$ cat src/rtl/inport_reqctl.sv
// inport_reqctl: input FIFO, head decode, request/grant FSM; head reaches out_flit 3 cycles after acceptance.
// Backpressure: in_ready low while FIFO full; stalls on partial grant. ARB_TIMEOUT_EN adds multicast RELEASE.
module inport_reqctl #(
  parameter int PORTID  = 0,
  parameter int FLITW   = 34,
  parameter int DEPTH   = 4,
  parameter int TIMEOUT = 16
) (
  input  logic             clk,
  input  logic             rst_,
  input  logic             in_valid,
  input  logic [FLITW-1:0] in_flit,
  output logic             in_ready,
  output logic [2:0]       port,
  output logic             req,
  output logic             multab,
  input  logic [4:0]       grt_vec,
  input  logic [4:0]       multab_ct_vec,
  output logic [FLITW-1:0] out_flit,
  output logic             out_valid,
  output logic             busy
);

  localparam int AW = $clog2(DEPTH);
  localparam logic [AW:0] FULL    = (AW+1)'(DEPTH);
  localparam logic [2:0]  PID3    = 3'(PORTID);
  localparam logic [4:0]  MC_MASK = ~(5'b00001 << PORTID);

`ifdef ARB_TIMEOUT_EN
  typedef enum logic [2:0] {IDLE, ARB, XFER, DROP, RELEASE} state_t;
`else
  typedef enum logic [2:0] {IDLE, ARB, XFER, DROP} state_t;
`endif

  state_t state, state_nxt;

  logic [FLITW-1:0] mem [DEPTH];
  logic [AW-1:0]    wr_ptr, rd_ptr;
  logic [AW:0]      cnt;
  logic             push, pop, empty, latch;
  logic [FLITW-1:0] head;
  logic             is_head, is_tail, uturn;
  logic [4:0]       tgt;
  logic             full_grt, tmo_hit;

  assign in_ready = (cnt != FULL);
  assign empty    = (cnt == '0);
  assign push     = in_valid & in_ready;
  assign head     = mem[rd_ptr];
  assign is_head  = head[FLITW-2];
  assign is_tail  = head[FLITW-1];
  assign uturn    = !head[3] && (head[2:0] == PID3);

  always_ff @(posedge clk) begin
    if (push) mem[wr_ptr] <= in_flit;
  end

  always_ff @(posedge clk or negedge rst_) begin
    if (!rst_) begin
      wr_ptr <= '0;
      rd_ptr <= '0;
      cnt    <= '0;
    end else begin
      if (push) wr_ptr <= wr_ptr + 1'b1;
      if (pop)  rd_ptr <= rd_ptr + 1'b1;
      cnt <= cnt + {{AW{1'b0}}, push} - {{AW{1'b0}}, pop};
    end
  end

  // Every output in the target set must grant in the same cycle before a flit moves.
  always_comb begin
    tgt      = multab ? MC_MASK : (5'b00001 << port);
    full_grt = ((grt_vec & tgt) == tgt);
  end

`ifdef ARB_TIMEOUT_EN
  localparam int TW = $clog2(TIMEOUT + 1);
  logic [TW-1:0] tmo_cnt;
  logic          ct_hit;

  assign ct_hit  = multab && (state == ARB) && |(multab_ct_vec & tgt);
  assign tmo_hit = ct_hit && (tmo_cnt == TW'(TIMEOUT - 1));

  always_ff @(posedge clk or negedge rst_) begin
    if (!rst_)               tmo_cnt <= '0;
    else if (state != ARB)   tmo_cnt <= '0;
    else if (ct_hit)         tmo_cnt <= tmo_cnt + 1'b1;
  end
`else
  logic unused_ct;
  assign unused_ct = ^{multab_ct_vec, TIMEOUT[0]};
  assign tmo_hit   = 1'b0;
`endif

  always_comb begin
    state_nxt = state;
    pop       = 1'b0;
    latch     = 1'b0;
    case (state)
      IDLE: begin
        if (!empty) begin
          if (is_head && !uturn) begin
            latch     = 1'b1;
            state_nxt = ARB;
          end else begin
            // Stray non-head flits and u-turn heads are discarded here.
            pop = 1'b1;
            if (is_head && !is_tail) state_nxt = DROP;
          end
        end
      end
      ARB: begin
        if (!empty && full_grt) begin
          pop       = 1'b1;
          state_nxt = is_tail ? IDLE : XFER;
        end else if (tmo_hit) begin
`ifdef ARB_TIMEOUT_EN
          state_nxt = RELEASE;
`endif
        end
      end
      XFER: begin
        if (!empty && full_grt) begin
          pop = 1'b1;
          if (is_tail) state_nxt = IDLE;
        end
      end
      DROP: begin
        if (!empty) begin
          pop = 1'b1;
          if (is_tail) state_nxt = IDLE;
        end
      end
`ifdef ARB_TIMEOUT_EN
      RELEASE: state_nxt = ARB;
`endif
      default: state_nxt = IDLE;
    endcase
  end

  assign req  = (state == ARB) || (state == XFER);
  assign busy = (state != IDLE);

  always_ff @(posedge clk or negedge rst_) begin
    if (!rst_) begin
      state     <= IDLE;
      port      <= '0;
      multab    <= 1'b0;
      out_flit  <= '0;
      out_valid <= 1'b0;
    end else begin
      state     <= state_nxt;
      out_valid <= pop & req;
      if (pop & req) out_flit <= head;
      if (latch) begin
        port   <= head[2:0];
        multab <= head[3];
      end
    end
  end

endmodule
$ cat config.mk
export PLATFORM = sky130hd
export DESIGN_NAME = inport_reqctl
export DESIGN_NICKNAME = d
export VERILOG_FILES = /design/src/rtl/inport_reqctl.sv
export SDC_FILE = /design/constraint.sdc
export NUM_CORES = 1
export LEC_CHECK = 0
export ABC_AREA = 0
export BUFFER_PORTS_ARGS = -buffer_cell sky130_fd_sc_hd__buf_2
export CORE_ASPECT_RATIO = 1.25
export CORE_UTILIZATION = 40
export DETAILED_ROUTE_END_ITERATION = 7
export PLACE_DENSITY = 0.61
export SYNTH_ARGS = -nofsm -noshare
export SYNTH_HDL_FRONTEND = slang
export SYNTH_SLANG_ARGS = --single-unit
$ cat constraint.sdc
create_clock -name clk -period 3.6 [get_ports clk]
set_clock_uncertainty 0.15 [all_clocks]
set_input_delay 0.72 -clock clk [delete_from_list [all_inputs] [get_ports clk]]
set_output_delay 0.72 -clock clk [all_outputs]
set_load 0.005 [all_outputs]
==> run_results.csv, run 1 <==
group,metric,value,unit
critical_path,r2r-end,"cnt[2]$_DFF_PN0_",
placed_design,post-place-ws,47.98,ps
placed_design,placedCellCount,635,
detailed_routing,via_per_inst,5.055,
synthesis,syn_nets,389,
critical_path,critical_path.endpoint,"cnt[2]$_DFF_PN0_",
synthesis,ys_seq_area_share,74.29,%
synthesis,yosys_register_bits,184,
critical_path,worst_setup_path_start_kind,"flop",
final_layout,nFillCells,1471,
run,cap_violations,0,
global_routing,grt_max_degree,35,
detailed_routing,wl_per_cell,19.48,µm
sta,fmax,296.7,MHz
sta,hold_viol_final,0,
final_layout,multi_input_area,1729,µm²
global_routing,first_global_vias,3649,
sta,maxSlewHeadroom,32.91,%
synthesis,yosys.area.top_type,"edfxtp_1",
final_layout,seq_area,5288,µm²
clock_tree,cts_num_sinks,184,
placed_design,hpwl,7.644,mm
clock_tree,hold_buffers,0,
critical_path,critPathMaxFanout,9,
detailed_routing,vias,3372,
sta,setup_violations,0,
die,die_y,151.1,µm
hold_path,hold_path_class,"in2async",
clock_tree,clkSlewWorstSetupHoldPaths,70,ps
clock_tree,cts_resized,0,
critical_path,crit_arrival,3570,ps
clock_tree,cts_root_buf,"clkbuf_16",
power_and_ir_drop,vdd_drop_max,0.4940,mV
clock_tree,cts_tree,"done",
global_routing,grt-ovfl-total,0,
clock_tree,clk_latency,420,ps
critical_path,rrSetupSlack,230,ps
global_routing,antenna_found_initial,1,
final_layout,drive_gt1_share,45.15,%
synthesis,syn_area,7114,µm²
synthesis,syn_avg_cell_area,21.43,µm²
sta,rsz0062_at_grt,"false",
synthesis,ys_warn_count,0,
power_and_ir_drop,power_density,926.3,nW/µm²
power_and_ir_drop,leakage,3.204,nW
final_layout,area.growth.synth_to_final,18.06,%
synthesis,synth_edf_count,136,
detailed_routing,drc,0,
critical_path,rr_startpoint,"rd_ptr[0]$_DFFE_PN0P_",
die,ios,89,
clock_tree,postCtsSetupBuffers,0,
clock_tree,cts_buffer_depth,2,
global_routing,groute.usage.overall,15.32,%
global_routing,grt_pass1_wl,20.16,mm
die,dieArea,18330,µm²
synthesis,synth_top_area_share,57.40,%
critical_path,rr_worst_depth,10,
status,status,"finished, final reports clean",
sta,worstMarginPinSlew,1006,ps
critical_path,cp.required,3790,ps
critical_path,setup.worst_path.end_class,"flop",
synthesis,ys_dominant_reg_cell,"edfxtp_1",
critical_path,crit_type,"reg2reg",
sta,drv_slew,0,
placed_design,globalplace.congestion,0.7599,
synthesis,synth.top_cells.by_area,"edfxtp_1, dfrtp_1, mux4_2",
detailed_routing,finalWirelength,13.00,mm
synthesis,synthCells,332,
die,core,17430,µm²
sta,setup_tns,0,ps
detailed_routing,dr.pass1.iters,6,
sta,period_needed,3371,ps
final_layout,nNetsFinal,487,
clock_tree,cts_inserted_buffers,17,
critical_path,crit_start,"rd_ptr[0]$_DFFE_PN0P_",
synthesis,yosysUniqueCellTypes,33,
die,placementRows,54,
die,die_w,121.3,µm
final_layout,stdcell_count,667,
synthesis,synthArstFlopShare,26.09,%
clock_tree,ctsHtreeMaxLevel,4,
detailed_routing,ant_nets,0,
detailed_routing,drtIter0Drc,183,
sta,fin_crit_sh,93.63,%
die,initial_core_util,40.81,%
final_layout,n_antenna_cell,0,
sta,setup_ws,229.2,ps
placed_design,io_buffers,83,
==> how the worst min path moves through the flow <==
stage | from | to | slack [ps] | depth (start not counted)
final | rst_ | out_flit[24]$_DFFE_PN0P_ | 120 | 1
after global routing | rst_ | out_flit[24]$_DFFE_PN0P_ | 140 | 1
after CTS | rst_ | out_flit[24]$_DFFE_PN0P_ | 130 | 1
after detailed placement | out_flit[32]$_DFFE_PN0P_ | out_flit[32]$_DFFE_PN0P_ | 330 | 2
after global placement | out_flit[33]$_DFFE_PN0P_ | out_flit[33]$_DFFE_PN0P_ | 310 | 2
after floorplan | rst_ | cnt[0]$_DFF_PN0_ | 270 | 0
==> area by class of cell <==
class                           count  share of cell area (%)
Tap cell                          224                   3.337
Inverter                            9                  0.4022
Timing Repair Buffer               90                   5.720
Clock inverter                     13                   1.728
Clock buffer                       19                   5.273
Sequential cell                   184                   62.95
Multi-Input combinational cell    128                   20.59
==> cells by family after synthesis <==
kind of cell / count (synthesis) / share of synthesized area (%)
adders and majority gates: 10 / 1.864
muxes: 72 / 18.24
AOI/OAI and AO/OA: 14 / 1.583
xor gates and xnor gates: 6 / 0.7387
and+or+nand+nor: 26 / 1.812
DFF: 184 / 74.29
buffers and inverters: 20 / 1.477
==> report_power, final <==
group / internal, W / total (W) / switching (W)
Combinational: 0.00148 / 0.00271 / 0.00124
Sequential: 0.00294 / 0.00323 / 0.000295
Clock: 0.00105 / 0.00184 / 0.000785
Total: 0.00546 / 0.00778 / 0.00232
==> routing by layer <==
| layer | GRT usage [%] | vias up | share of wire [%] |
|---|---|---|---|
| li1 | - | 1510 | - |
| met1 | 18.19 | 1779 | 42 |
| met2 | 26.51 | 68 | 53 |
| met3 | 4.255 | 13 | 4.1 |
| met4 | 5.556 | 2 | 1.0 |
| met5 | 0 | - | 0.077 |
==> cell usage after synthesis, types with 2 or more instances <==
cell type / instances
edfxtp_1: 136
dfrtp_1: 48
mux4_2: 35
mux2_4: 25
mux2_2: 11
ha_1: 9
inv_1: 9
nand2_1: 9
clkbuf_1: 6
o21ai_0: 6
and3_1: 4
buf_6: 4
nor2_1: 4
xnor2_1: 4
nand3_1: 2
o2bb2ai_1: 2
xor2_1: 2
==> cells in the final DEF (no fill, tap or decap), drive strengths merged, types with 2 or more instances in the layout <==
| cell type | Yosys | layout |
|---|---|---|
| buf | 5 | 90 |
| edfxtp | 136 | 136 |
| bufinv | 0 | 2 |
| inv | 9 | 12 |
| o2bb2ai | 2 | 2 |
| xor2 | 2 | 2 |
| xnor2 | 4 | 4 |
| mux2 | 36 | 36 |
| nand2 | 9 | 9 |
| nor2 | 4 | 4 |
| and2 | 2 | 2 |
| clkinvlp | 0 | 2 |
| and3 | 4 | 4 |
| ha | 9 | 9 |
| o21ai | 6 | 6 |
| clkinv | 0 | 6 |
| dfrtp | 48 | 48 |
| mux4 | 35 | 35 |
| nand3 | 2 | 2 |
| clkbuf | 6 | 19 |
==> registers in the layout, indices dropped and copies added (netlist names) <==
| signal | cells |
|---|---|
| cnt | 3 |
| mem | 136 |
| multab | 1 |
| out_flit | 34 |
| out_valid | 1 |
| port | 3 |
| rd_ptr | 2 |
| state | 2 |
| wr_ptr | 2 |
==> critical path, cell delays in order, from the launching register on <==
cell	delay [ps]
dfrtp_2	550
mux4_2	590
o41ai_1	470
and2_2	290
a211oi_1	90
nor2_1	170
xnor2_1	100
ha_1	190
fa_1	380
xnor2_1	180
xnor2_1	130
==> metrics by stage <==
step                      utilization [%]  total power, W  area, µm²  hold slack [ps]
after detailed placement            44.81        0.006057       7811            326.0
after global routing                48.18        0.008232       8399            135.9
after floorplan                         -        0.005211       7114            274.4
after global placement              44.81        0.005971       7811            310.1
after CTS                           48.18        0.007911       8399            130.7
final                               48.18        0.007781       8399            120.6
Power figures use the tool's default switching activity.
==> run 2: changes to the inputs <==
--- a/config.mk
+++ b/config.mk
@@ -10,7 +10,7 @@
 export CORE_ASPECT_RATIO = 1.25
 export CORE_UTILIZATION = 40
 export DETAILED_ROUTE_END_ITERATION = 7
-export PLACE_DENSITY = 0.61
+export PLACE_DENSITY = 0.63
 export SYNTH_ARGS = -nofsm -noshare
 export SYNTH_HDL_FRONTEND = slang
 export SYNTH_SLANG_ARGS = --single-unit
==> constraint.sdc (replaced) <==
create_clock -name clk -period 2.9 [get_ports clk]
set_clock_uncertainty 0.15 [all_clocks]
set_input_delay 0.58 -clock clk [delete_from_list [all_inputs] [get_ports clk]]
set_output_delay 0.58 -clock clk [all_outputs]
set_load 0.005 [all_outputs]
==> run 2 against run 1 <==
The run now ends with negative setup slack left. Highest routed layer is now met4. Sequential power increased by 23%. Fmax up 15%. Worst hold slack worse by 7.1 ps. Global-route usage grew 0.14 points. Final cell count up 3.3%. Via count increased by 2.6%. Sequential cell count is the same. Cell area rose by 2.8%. Critical path depth unchanged. Die area unchanged. Largest cell class unchanged. Register-to-register slack lost 270 ps. First-iteration DRC count decreased by 21%.
==> run_results.csv, run 2 (same netlist as run 1, synthesis figures left out) <==
group,metric,value,unit
status,status,"finished, violations left",
status,violations,"negative setup slack",
final_layout,n_antenna_cell,0,
global_routing,grt_pass1_wl,20.25,mm
critical_path,critPathTopFamily,"multiplexers",
critical_path,rrSetupSlack,-40,ps
clock_tree,cts_inserted_buffers,17,
global_routing,groute.usage.overall,15.45,%
power_and_ir_drop,power_density,1157,nW/µm²
placed_design,hpwl,8.407,mm
global_routing,grt-ovfl-total,0,
power_and_ir_drop,vdd_drop_max,0.4625,mV
final_layout,largest_registers,"mem x136, out_flit x34",
clock_tree,ctsHtreeMaxLevel,4,
die,dieArea,18330,µm²
final_layout,drive_gt1_share,49.25,%
die,initial_core_util,40.81,%
critical_path,cp.buffers_inverters,0,
clock_tree,cts_buffer_depth,2,
clock_tree,cts_tree,"done",
final_layout,largest_reg_flops,136,
critical_path,path_depth,10,
hold_path,hold_path_class,"in2async",
critical_path,critPathSlowestCell,"mux4_2",
detailed_routing,finalWirelength,13.07,mm
critical_path,worst_setup_path_start_kind,"flop",
sta,fmax,340.0,MHz
critical_path,path_cells,"mux4_2 -> o41ai_4 -> and2_4 -> a211oi_2 -> nor2_2 -> xnor2_1 -> ha_2 -> fa_2 -> xnor2_2 -> xnor2_1",
detailed_routing,drtIter0Drc,145,
final_layout,area.growth.synth_to_final,21.35,%
die,die_y,151.1,µm
detailed_routing,drc,0,
die,core,17430,µm²
sta,setup_tns,-41.28,ps
critical_path,setup.worst_path.end_class,"flop",
detailed_routing,wl_met3,516,µm
detailed_routing,highest_layer,"met4",
detailed_routing,met2WireLength,6.975,mm
detailed_routing,ant_nets,0,
detailed_routing,drt-met1-wl,5.346,mm
sta,maxSlewHeadroom,53.85,%
sta,hold_viol_final,0,
placed_design,placedCellCount,655,
detailed_routing,via_per_inst,5.022,
sta,fin_crit_sh,101.4,%
power_and_ir_drop,leakage,3.321,nW
critical_path,critical_path.endpoint,"cnt[2]$_DFF_PN0_",
critical_path,cp_slowest_stage_delay,570,ps
sta,rsz0062_at_grt,"true",
critical_path,crit_start,"rd_ptr[0]$_DFFE_PN0P_",
global_routing,grt_max_degree,49,
sta,worstMarginPinSlew,692.3,ps
die,ios,89,
sta,setup_violations,1,
clock_tree,clk_latency,430,ps
critical_path,crit_arrival,3100,ps
placed_design,globalplace.congestion,0.7122,
detailed_routing,dr.pass1.iters,4,
critical_path,cp.required,3060,ps
final_layout,nNetsFinal,509,
sta,setup_ws,-41.28,ps
final_layout,top_register,"mem",
placed_design,io_buffers,83,
die,die_w,121.3,µm
sta,period_needed,2941,ps
critical_path,crit_type,"reg2reg",
global_routing,first_global_vias,3710,
critical_path,rr_worst_depth,10,
critical_path,r2r-end,"cnt[2]$_DFF_PN0_",
critical_path,critPathMostFrequentCell,"xnor2_1",
clock_tree,cts_root_buf,"clkbuf_16",
final_layout,final_cell_mix,"edfxtp_1, buf_2, dfrtp_1",
global_routing,antenna_found_initial,0,
detailed_routing,vias,3460,
final_layout,stdcell_count,689,
critical_path,rr_startpoint,"rd_ptr[0]$_DFFE_PN0P_",
clock_tree,cts_num_sinks,184,
clock_tree,clkSlewWorstSetupHoldPaths,70,ps
run,cap_violations,0,
sta,drv_slew,0,
final_layout,final_common_cell,"edfxtp_1",
die,placementRows,54,
detailed_routing,wl_per_cell,18.96,µm
critical_path,critPathMaxFanout,6,
-- run 2: routing by layer --
layer  vias up  global-route usage, %
met5         -                      0
met4         0                  6.790
met3        12                  3.464
met2        90                  26.82
met1      1793                  18.37
li1       1565                      -
-- run 2: worst min-delay path by stage --
stage               slack [ps]  depth (start not counted)                        to                      from
finish                     110                          2  out_flit[23]$_DFFE_PN0P_                      rst_
global route               170                          2  out_flit[23]$_DFFE_PN0P_                      rst_
CTS                        150                          2  out_flit[27]$_DFFE_PN0P_                      rst_
detailed placement         330                          2  out_flit[33]$_DFFE_PN0P_  out_flit[33]$_DFFE_PN0P_
global placement           320                          2  out_flit[33]$_DFFE_PN0P_  out_flit[33]$_DFFE_PN0P_
floorplan                  130                          0          cnt[0]$_DFF_PN0_                      rst_
-- run 2: final cells by class --
cell class                 instances  area [µm²]
fill                            1489        8798
sequential                       184        5288
multi-input combinational        128        1777
timing repair buffer             112       686.9
clock buffer                      17       425.4
tap                              224       280.3
clock inverter                    15       142.6
inverter                           9       33.78
-- run 2: metrics by stage --
stage	setup slack (ps)	power [W]	util, %	hold slack [ps]	instance area, µm²
3_3_place_gp	-192.4	0.007721	46.05	315.5	8028
5_1_grt	-150.7	0.01054	49.53	174.6	8633
3_5_place_dp	-228.4	0.007842	46.05	330.4	8028
6_report	-41.28	0.009986	49.53	113.5	8633
4_1_cts	-64.49	0.01010	49.42	153.6	8615
2_1_floorplan	-50.71	0.006532	-	134.4	7143
-- run 2: what timing repair did --
item                       in CTS  in global routing
setup buffers                   1                  1
cloned                          0                  0
pin swaps                       0                  2
setup endpoints to repair       2                  2
hold buffers                    0                  0
gates resized for setup         1                  2
-- run 2: report_power, final --
group	switching [W]	internal (W)	leakage [nW]	total (W)
clock	0.00100	0.00120	0.271	0.00220
combinational	0.00166	0.00215	1.24	0.00381
sequential	0.000342	0.00364	1.81	0.00398
total	0.00300	0.00698	3.32	0.00999
==> run 3: changes to the inputs <==
--- a/config.mk
+++ b/config.mk
@@ -10,7 +10,8 @@
 export CORE_ASPECT_RATIO = 1.25
 export CORE_UTILIZATION = 40
 export DETAILED_ROUTE_END_ITERATION = 7
-export PLACE_DENSITY = 0.63
+export PLACE_DENSITY = 0.61
+export SETUP_SLACK_MARGIN = 0.3
 export SYNTH_ARGS = -nofsm -noshare
 export SYNTH_HDL_FRONTEND = slang
 export SYNTH_SLANG_ARGS = --single-unit
==> constraint.sdc (replaced) <==
create_clock -name clk -period 3.32 [get_ports clk]
set_clock_uncertainty 0.15 [all_clocks]
set_input_delay 0.664 -clock clk [delete_from_list [all_inputs] [get_ports clk]]
set_output_delay 0.664 -clock clk [all_outputs]
set_load 0.005 [all_outputs]
==> run 3 against run 2 <==
The run now ends clean. Global-route usage up 0.098 points. Combinational power down 16%. Cell area about the same. Power down 12%. Critical endpoint unchanged. Largest cell class unchanged. Highest routed layer unchanged.
==> run_results.csv, run 3 (same netlist as run 1, synthesis figures left out) <==
group,metric,value,unit
final_layout,final_cell_mix,"edfxtp_1, buf_2, dfrtp_1",
sta,hold_ws,303.0,ps
power_and_ir_drop,power,0.008794,W
global_routing,grt-ovfl-total,0,
detailed_routing,finalWirelength,12.89,mm
sta,worstMarginPinSlew,525.3,ps
placed_design,globalplace.congestion,0.7013,
global_routing,grt_pass1_wl,20.32,mm
die,placementRows,54,
sta,setup_violations,0,
die,die_y,151.1,µm
sta,rsz0062_at_grt,"true",
clock_tree,cts_buffer_depth,2,
detailed_routing,drc,0,
clock_tree,cts_num_sinks,184,
detailed_routing,wl_per_cell,18.85,µm
global_routing,grt_max_degree,26,
critical_path,setup.worst_path.end_class,"flop",
critical_path,cp.required,3480,ps
placed_design,io_buffers,83,
clock_tree,clkSlewWorstSetupHoldPaths,70,ps
clock_tree,clk_latency,420,ps
detailed_routing,ant_nets,0,
final_layout,largest_reg_flops,136,
power_and_ir_drop,vdd_drop_max,0.4362,mV
sta,hold_viol_final,0,
clock_tree,ctsHtreeMaxLevel,4,
final_layout,n_antenna_cell,0,
placed_design,post-place-ws,60.59,ps
detailed_routing,vias,3396,
global_routing,antenna_found_initial,0,
sta,fin_crit_sh,90.24,%
critical_path,worst_setup_path_start_kind,"flop",
global_routing,use_met1,18.33,%
power_and_ir_drop,power_density,1019,nW/µm²
final_layout,largest_registers,"mem x136, out_flit x34",
power_and_ir_drop,intPower,0.006240,W
final_layout,area.growth.synth_to_final,21.33,%
detailed_routing,via_per_inst,4.965,
sta,period_needed,2996,ps
die,initial_core_util,40.81,%
die,die_w,121.3,µm
sta,fmax,333.8,MHz
final_layout,stdcell_count,684,
critical_path,critPathMaxFanout,3,
critical_path,crit_arrival,3150,ps
power_and_ir_drop,leakage,3.325,nW
global_routing,top_usage_layer,"met2",
final_layout,nNetsFinal,504,
placed_design,hpwl,8.313,mm
run,cap_violations,0,
sta,setup_ws,324.1,ps
power_and_ir_drop,net-switching-power,0.002553,W
clock_tree,cts_tree,"done",
final_layout,final_common_cell,"edfxtp_1",
power_and_ir_drop,power.sequential.fraction,39.3,%
hold_path,hold_path_class,"in2reg",
critical_path,crit_type,"reg2reg",
critical_path,rrSetupSlack,320,ps
die,core,17430,µm²
final_layout,top_register,"mem",
placed_design,placedCellCount,643,
global_routing,use_met2,26.56,%
detailed_routing,drtIter0Drc,151,
power_and_ir_drop,clock_power_share,24.3,%
status,status,"finished, final reports clean",
final_layout,drive_gt1_share,48.26,%
global_routing,met3_usage,4.669,%
die,dieArea,18330,µm²
clock_tree,cts_inserted_buffers,17,
detailed_routing,dr.pass1.iters,5,
global_routing,groute.usage.overall,15.55,%
die,ios,89,
sta,drv_slew,0,
power_and_ir_drop,pwr-share-comb,36.4,%
global_routing,first_global_vias,3686,
sta,maxSlewHeadroom,64.98,%
final_layout,nFillCells,1463,
sta,setup_tns,0,ps
power_and_ir_drop,p_sw_share,29.04,%
clock_tree,cts_root_buf,"clkbuf_16",
-- run 3: cell count changes in the layout (fill, tap and decap cells not counted), sizes merged --
cell / before / now
clkinv: 5 / 2
clkinvlp: 3 / 1
dlygate4sd3: 0 / 1
clkbuf: 17 / 20
inv: 15 / 14
buf: 112 / 106
bufinv: 1 / 4
-- run 3: path summary, 6_finish.rpt --
kind                                           from                       end  depth (start not counted)
setup / recovery              rd_ptr[0]$_DFFE_PN0P_          cnt[2]$_DFF_PN0_                         11
hold / removal                          in_flit[21]      mem[0][21]$_DFFE_PP_                          1
setup reg to reg              rd_ptr[0]$_DFFE_PN0P_          cnt[2]$_DFF_PN0_                         11
hold reg to reg            out_flit[33]$_DFFE_PN0P_  out_flit[33]$_DFFE_PN0P_                          2
max in group asynchronous                      rst_     rd_ptr[1]$_DFFE_PN0P_                          3
min in group asynchronous                      rst_  out_flit[33]$_DFFE_PN0P_                          2
-- run 3: what timing repair did --
action | CTS | global route
hold buffers | 1 | 0
pin swaps | 3 | 0
endpoints found under the setup margin | 2 | 1
hold endpoints to repair | 3 | 0
setup buffers | 8 | 0
resized for setup | 3 | 1
-- run 3: per-layer routing --
layer	wire length [µm]	part of all wire, %	up-vias
li1	-	-	1545
met1	5314	41	1763
met2	6872	53	77
met3	539	4.2	11
met4	165	1.3	0
met5	0	0	-
-- run 3: layout make-up --
cell class	count	area [µm²]	area share (%)
sequential	184	5288	61.26
multi-input combinational	128	1777	20.58
timing repair buffer	107	623.1	7.218
clock buffer	20	446.7	5.175
tap	224	280.3	3.247
clock inverter	12	183.9	2.131
inverter	9	33.78	0.3914
-- run 3: power by group through the flow --
| stage | Combinational [W] | Sequential [W] | Clock (W) |
|---|---|---|---|
| after CTS | 0.00326 | 0.00346 | 0.00218 |
| after global routing | 0.00349 | 0.00352 | 0.00227 |
| final | 0.00320 | 0.00346 | 0.00214 |
| after floorplan | 0.00224 | 0.00345 | 0 |
| after global placement | 0.00304 | 0.00349 | 0 |
| after detailed placement | 0.00310 | 0.00352 | 0 |
-- run 3: critical path, stage by stage (launching register included) --
cell	delay [ps]
dfrtp_2	400
buf_4	120
mux4_2	530
o41ai_4	380
and2_4	210
a211oi_2	50
nor2_2	150
xnor2_1	90
ha_2	180
fa_2	350
xnor2_2	140
xnor2_1	130
-- run 3: metrics by stage --
stage	util, %	area [µm²]
detailed placement	45.27	7891
floorplan	-	7134
finish	49.52	8632
global route	49.52	8632
CTS	49.45	8621
global placement	45.27	7891
